$ cat config.mk
export PLATFORM = sky130hd
export DESIGN_NAME = fetch_stage
export DESIGN_NICKNAME = d
export VERILOG_FILES = /design/src/rtl/fetch_stage.sv
export SDC_FILE = /design/constraint.sdc
export NUM_CORES = 1
export LEC_CHECK = 0
export ABC_AREA = 1
export CAP_MARGIN = 20
export CORE_MARGIN = 2
export CORE_UTILIZATION = 44
export DETAILED_ROUTE_END_ITERATION = 8
export GPL_ROUTABILITY_DRIVEN = 0
export PLACE_DENSITY = 0.77
export SLEW_MARGIN = 10
export SYNTH_ARGS = -nofsm -noshare
export SYNTH_HDL_FRONTEND = slang
export SYNTH_SLANG_ARGS = --single-unit
export TNS_END_PERCENT = 100
$ cat constraint.sdc
create_clock -name clk -period 2.4 [get_ports clk]
set_input_delay 0.48 -clock clk [delete_from_list [all_inputs] [get_ports clk]]
set_output_delay 0.48 -clock clk [all_outputs]
set_load 0.01 [all_outputs]
$ cat src/rtl/fetch_stage.sv
// fetch_stage: owns the PC, fetches from insmem and queues {pc, ins, fault} for decode.
// Redirects flush the queue; a faulting fetch halts until the next redirect.
module fetch_stage #(
  parameter logic [31:0] RESET_PC  = 32'h0000_0000,
  parameter int unsigned MEM_BYTES = 400,
  parameter int unsigned DEPTH     = 2
) (
  input  logic        clk,
  input  logic        rst_n,
  output logic [31:0] imem_addr,
  input  logic [31:0] imem_data,
  output logic        out_valid,
  input  logic        out_ready,
  output logic [31:0] out_pc,
  output logic [31:0] out_ins,
  output logic        out_fault,
  input  logic        redirect_valid,
  input  logic [31:0] redirect_pc,
  output logic        fetch_halted
);
  localparam int AW = $clog2(DEPTH);
  localparam logic [31:0] LAST_PC = 32'(MEM_BYTES - 4);
  typedef struct packed {
    logic [31:0] pc;
    logic [31:0] ins;
    logic        fault;
  } entry_t;
  entry_t        mem_q [DEPTH];
  entry_t        mem_d [DEPTH];
  entry_t        out_q;
  logic [AW-1:0] head_q, head_d, tail_q, tail_d;
  logic [AW:0]   count_q, count_d;
  logic [31:0]   pc_q, pc_d;
  logic          halted_q, halted_d, out_valid_q, fault, pop, push;
  assign fault = (pc_q[1:0] != 2'b00) | (pc_q > LAST_PC);
  assign pop   = out_valid_q & out_ready;
  assign push  = !halted_q & !redirect_valid & ((count_q < (AW+1)'(DEPTH)) | pop);
  always_comb begin
    mem_d = mem_q;
    if (push) mem_d[tail_q] = {pc_q, fault ? 32'h0 : imem_data, fault};
    head_d   = redirect_valid ? tail_q : head_q + AW'(pop);
    tail_d   = redirect_valid ? tail_q : tail_q + AW'(push);
    count_d  = redirect_valid ? '0 : count_q + (AW+1)'(push) - (AW+1)'(pop);
    pc_d     = redirect_valid ? redirect_pc : (push & !fault) ? pc_q + 32'd4 : pc_q;
    halted_d = redirect_valid ? 1'b0 : (push & fault) ? 1'b1 : halted_q;
  end
  always_ff @(posedge clk) mem_q <= mem_d;
  // Output registers mirror the next head so out_* never depend combinationally on inputs.
  always_ff @(posedge clk or negedge rst_n) begin
    if (!rst_n) begin
      pc_q        <= RESET_PC;
      halted_q    <= 1'b0;
      head_q      <= '0;
      tail_q      <= '0;
      count_q     <= '0;
      out_valid_q <= 1'b0;
      out_q       <= '0;
    end else begin
      pc_q        <= pc_d;
      halted_q    <= halted_d;
      head_q      <= head_d;
      tail_q      <= tail_d;
      count_q     <= count_d;
      out_valid_q <= count_d != '0;
      if (count_d != '0) out_q <= mem_d[head_d];
    end
  end
  assign imem_addr    = pc_q;
  assign out_valid    = out_valid_q;
  assign out_pc       = out_q.pc;
  assign out_ins      = out_q.ins;
  assign out_fault    = out_q.fault;
  assign fetch_halted = halted_q;
endmodule

==> reports/qor.tcl <==
set qor(timing_worst_slew_pin_value_ns) 0.470
set qor(dieWidth_um) 150
set qor(worstHoldEndpoint) {mem_q[120]$_DFF_P_}
set qor(hold_start) {mem_q[120]$_DFF_P_}
set qor(postCtsSetupRepairBufs) 0
set qor(ff2ff_setup_slack_ns) 0.23
set qor(synth_fp_nets) 1222
set qor(synthSimpleGateAreaFrac_pct) 32.6
set qor(final_hold_viol_count) 0
set qor(hp-class) {reg -> reg}
set qor(max_cap_viol_count) 0
set qor(core_sq_mm) 0.0209
set qor(synth_top_family_by_area) {simple AND/OR/NAND/NOR gates}
set qor(synth-warning-count) 0
set qor(power.total_mw) 14.7
set qor(drt_iter0_drc) 551
set qor(first_global_vias) 8103
set qor(finalWorstSetupSlack_ns) 0.169
set qor(timing.critical_path.cells) {clkdlybuf4s50_1 > nand2_1 > nand2_1 > nand2_4 > ha_1 > inv_1 > ha_1 > inv_1 > nor2_1 > nand3b_1 > nand2_4 > inv_2 > buf_12 > nand2_1 > o21ai_0}
set qor(timing.critical_path.arrival_ns) 2.61
set qor(critical-path-slowest-cell) {sky130_fd_sc_hd__clkdlybuf4s50_1}
set qor(critical-path-top-cell-by-count) {sky130_fd_sc_hd__nand2_1}
set qor(hpwl_um) 16300
set qor(number_of_standard_cells_after_synthesis) 1151
set qor(fillerInstances) 1854
set qor(antenna_found_initial) 0
set qor(totalWireLength_um) 25500
set qor(gr-usage-all-layers_pct) 22.8
set qor(average_cell_area_after_synthesis_sq_um) 8.10
set qor(cts_tree) {done}
set qor(detail-route-antenna-nets) 0
set qor(critPathBufInv) 5
set qor(final_max_slew_viol_count) 0
set qor(post_synth_xor_area_fraction_pct) 0.376
set qor(clockBufferDepth) 3
set qor(detailedRoute.firstPassIterationCount) 7
set qor(initial_utilization_pct) 44.7
set qor(timing.critical_path.fanout_max) 24
set qor(synth.ff_latch_count) 233
set qor(clock_skews_ns) 0.0101
set qor(timing.rr.end) {out_pc[0]$_DFFE_PN0P_}
set qor(setup-violations-final) 0
set qor(slowest_delay_ns) 0.46
set qor(post-route-drc-count) 0
set qor(run_status) {finished clean}
set qor(netlist_area_sq_mm) 0.00933
set qor(synth-compound-area-share_pct) 5.71
set qor(max_freq_ghz) 0.448
set qor(fp.dieArea_sq_mm) 0.0224
set qor(worst_slew_margin_rel_pct) 68.7
set qor(floorplan.io_pins) 167
set qor(vias) 8421
set qor(smallest_hold_slack_ns) 0.441
set qor(worstRegToRegCells) 14
set qor(crit_family) {buffers and inverters}
set qor(setup.worst_path.end_class) {flop}
set qor(rsz0062_at_grt) {false}
set qor(globalRoute.totalOverflow) 0
set qor(synth_mux_area_share_pct) 0
set qor(flow.area_growth_from_synthesis_pct) 30.5
set qor(htreeDepth) 1
set qor(wl_per_cell_um) 16.0
set qor(fraction_of_layout_instances_using_a_drive_strength_above_1_pct) 7.26
set qor(cts_bufs_inserted) 24
set qor(leak_nw) 5.82
set qor(cts.clk_slew.worst_paths_ns) 0.06
set qor(place.port_buffers) 166
set qor(final.setup.tns_ns) 0
set qor(total_inserted_antenna_cells) 0
set qor(nets_finish) 1376
set qor(grt_max_degree) 65
set qor(rows) 53
set qor(die_height_um) 150
set qor(clk_latency_ns) 0.50
set qor(startpoint_type) {primary input}
set qor(final_clock_period_utilization_by_the_worst_path_pct) 92.9
set qor(power.ir.vdd_worst_uv) 675
set qor(library_cells_used_by_synthesis) 29
set qor(timing.final.crit_period_ns) 2.23
set qor(pre_cts_ws_ns) -0.395
set qor(yosysSeqAreaShare_pct) 55.5
set qor(worst_ep_required_time_ns) 2.78
set qor(power.density_cell_area_mw_per_mm2) 1210
set qor(first_pass_grt_wire_length_um) 41200
set qor(r2r-start) {out_valid$_DFF_PN0_}
set qor(path_class) {in -> reg}
set qor(clkSinkCount) 233
set qor(post_synth_fa_ha_maj_area_fraction_pct) 0.402
set qor(vias_per_cell) 5.27
set qor(clock-root-buffer) {sky130_fd_sc_hd__clkbuf_16}
set qor(hold_path_depth) 2
[power by group]
group / switching, mW / total (mW) / internal (mW)
registers: 0.556 / 5.55 / 5.00
logic: 3.11 / 5.48 / 2.37
clock network: 1.46 / 3.64 / 2.19
total: 5.12 / 14.7 / 9.55
[registers in the layout (all words and copies together), names as in the netlist]
register	count
tail_q	1
mem_q	130
out_valid	1
imem_addr	32
out_fault	1
count_q	2
fetch_halted	1
out_ins	32
out_pc	32
head_q	1
[repair_timing]
item                       in CTS  in global routing
hold buffers                    1                  0
setup endpoints to repair       0                  4
gates resized for setup         0                  1
hold endpoints to repair       29                  0
[cell usage in the layout, fill, tap and decap left out, types with 13 or more instances in the layout]
cell and instances:
sky130_fd_sc_hd__clkbuf_16 25, sky130_fd_sc_hd__nand2_1 473, sky130_fd_sc_hd__inv_1 17, sky130_fd_sc_hd__dfrtp_1 103
sky130_fd_sc_hd__buf_4 23, sky130_fd_sc_hd__clkdlybuf4s50_1 165, sky130_fd_sc_hd__nor2_1 65, sky130_fd_sc_hd__o21ai_1 35
sky130_fd_sc_hd__nand3_1 104, sky130_fd_sc_hd__nand4_1 65, sky130_fd_sc_hd__buf_12 13, sky130_fd_sc_hd__o21ai_0 36
sky130_fd_sc_hd__dfxtp_1 130
[worst max path at each step]
| stage | to | startpoint | slack (ns) | depth (start not counted) |
|---|---|---|---|---|
| after global placement | out_pc[0]$_DFFE_PN0P_ | out_ready | -0.27 | 15 |
| after CTS | out_pc[0]$_DFFE_PN0P_ | out_ready | 0.13 | 15 |
| final | out_pc[0]$_DFFE_PN0P_ | out_ready | 0.17 | 15 |
| after floorplan | out_pc[11]$_DFFE_PN0P_ | redirect_valid | 0.14 | 13 |
| after detailed placement | out_pc[0]$_DFFE_PN0P_ | out_ready | -0.40 | 15 |
| after global routing | out_pc[0]$_DFFE_PN0P_ | out_ready | 0.004 | 14 |
[metal layers]
layer	vias to the layer above	share of wire [%]	global-route usage, %
met4	0	2.0	6.67
met3	42	7.1	3.84
met2	306	48	38.0
met5	-	0	0
met1	4001	43	30.7
li1	4072	-	-
[area by class of cell]
cell class,instances,area (sq um),share of cell area (%)
inverters,24,90.1,0.740
repair buffers,202,2090,17.2
clock buffers,42,779,6.40
flip-flops and latches,233,5180,42.5
multi-input cells,820,3680,30.2
clock inverters,2,10.0,0.0822
well taps,275,344,2.83
[cells by family (layout without fill, tap and decap cells)]
family                     count (synthesis)  in the layout
AOI/OAI and AO/OA                         96             96
xor gates and xnor gates                   4              4
adders and majority gates                  3              3
buffers and inverters                     98            270
DFF                                      233            233
and+or+nand+nor                          717            717
[cells in the mapped netlist]
cell | count | area (sq um)
sky130_fd_sc_hd__buf_6 | 7 | 78.8
sky130_fd_sc_hd__buf_2 | 39 | 195
sky130_fd_sc_hd__nand3b_1 | 1 | 7.51
sky130_fd_sc_hd__clkbuf_1 | 16 | 60.1
sky130_fd_sc_hd__o21ai_2 | 7 | 61.3
sky130_fd_sc_hd__nand2_1 | 474 | 1780
sky130_fd_sc_hd__dfrtp_1 | 103 | 2580
sky130_fd_sc_hd__xor2_1 | 2 | 17.5
sky130_fd_sc_hd__xnor2_1 | 2 | 17.5
sky130_fd_sc_hd__inv_2 | 6 | 22.5
sky130_fd_sc_hd__nor2_1 | 67 | 251
sky130_fd_sc_hd__nand4_1 | 65 | 407
sky130_fd_sc_hd__o21ai_1 | 36 | 180
sky130_fd_sc_hd__inv_1 | 18 | 67.6
sky130_fd_sc_hd__nand3_1 | 104 | 521
sky130_fd_sc_hd__o21ai_4 | 1 | 16.3
sky130_fd_sc_hd__buf_1 | 3 | 11.3
sky130_fd_sc_hd__nand2_4 | 1 | 11.3
sky130_fd_sc_hd__nor3_1 | 1 | 5.00
sky130_fd_sc_hd__o31ai_1 | 1 | 7.51
sky130_fd_sc_hd__nor2_8 | 2 | 40.0
sky130_fd_sc_hd__a21oi_1 | 5 | 25.0
sky130_fd_sc_hd__a31oi_1 | 10 | 62.6
sky130_fd_sc_hd__buf_4 | 9 | 67.6
sky130_fd_sc_hd__o21ai_0 | 36 | 180
sky130_fd_sc_hd__dfxtp_1 | 130 | 2600
sky130_fd_sc_hd__nor2_4 | 1 | 11.3
sky130_fd_sc_hd__ha_1 | 3 | 37.5
sky130_fd_sc_hd__nand2_2 | 1 | 6.26
[worst reg2reg max path, stage by stage, from the launching register on]
cell	delay, ns
sky130_fd_sc_hd__dfrtp_1	0.38
sky130_fd_sc_hd__nand2_1	0.12
sky130_fd_sc_hd__buf_4	0.13
sky130_fd_sc_hd__inv_1	0.04
sky130_fd_sc_hd__ha_1	0.28
sky130_fd_sc_hd__inv_1	0.04
sky130_fd_sc_hd__ha_1	0.17
sky130_fd_sc_hd__inv_1	0.07
sky130_fd_sc_hd__nor2_1	0.04
sky130_fd_sc_hd__nand3b_1	0.21
sky130_fd_sc_hd__nand2_4	0.15
sky130_fd_sc_hd__inv_2	0.09
sky130_fd_sc_hd__buf_12	0.16
sky130_fd_sc_hd__nand2_1	0.09
sky130_fd_sc_hd__o21ai_0	0.07
[through the flow]
stage	instances	instance area [sq um]	utilization, %
after floorplan	1151	9330	-
after global placement	1553	11400	54.4
after detailed placement	1553	11400	54.4
after CTS	1598	12200	58.3
after global routing	1598	12200	58.3
final	1598	12200	58.3
Note: power is estimated with default switching activity, not from simulation.
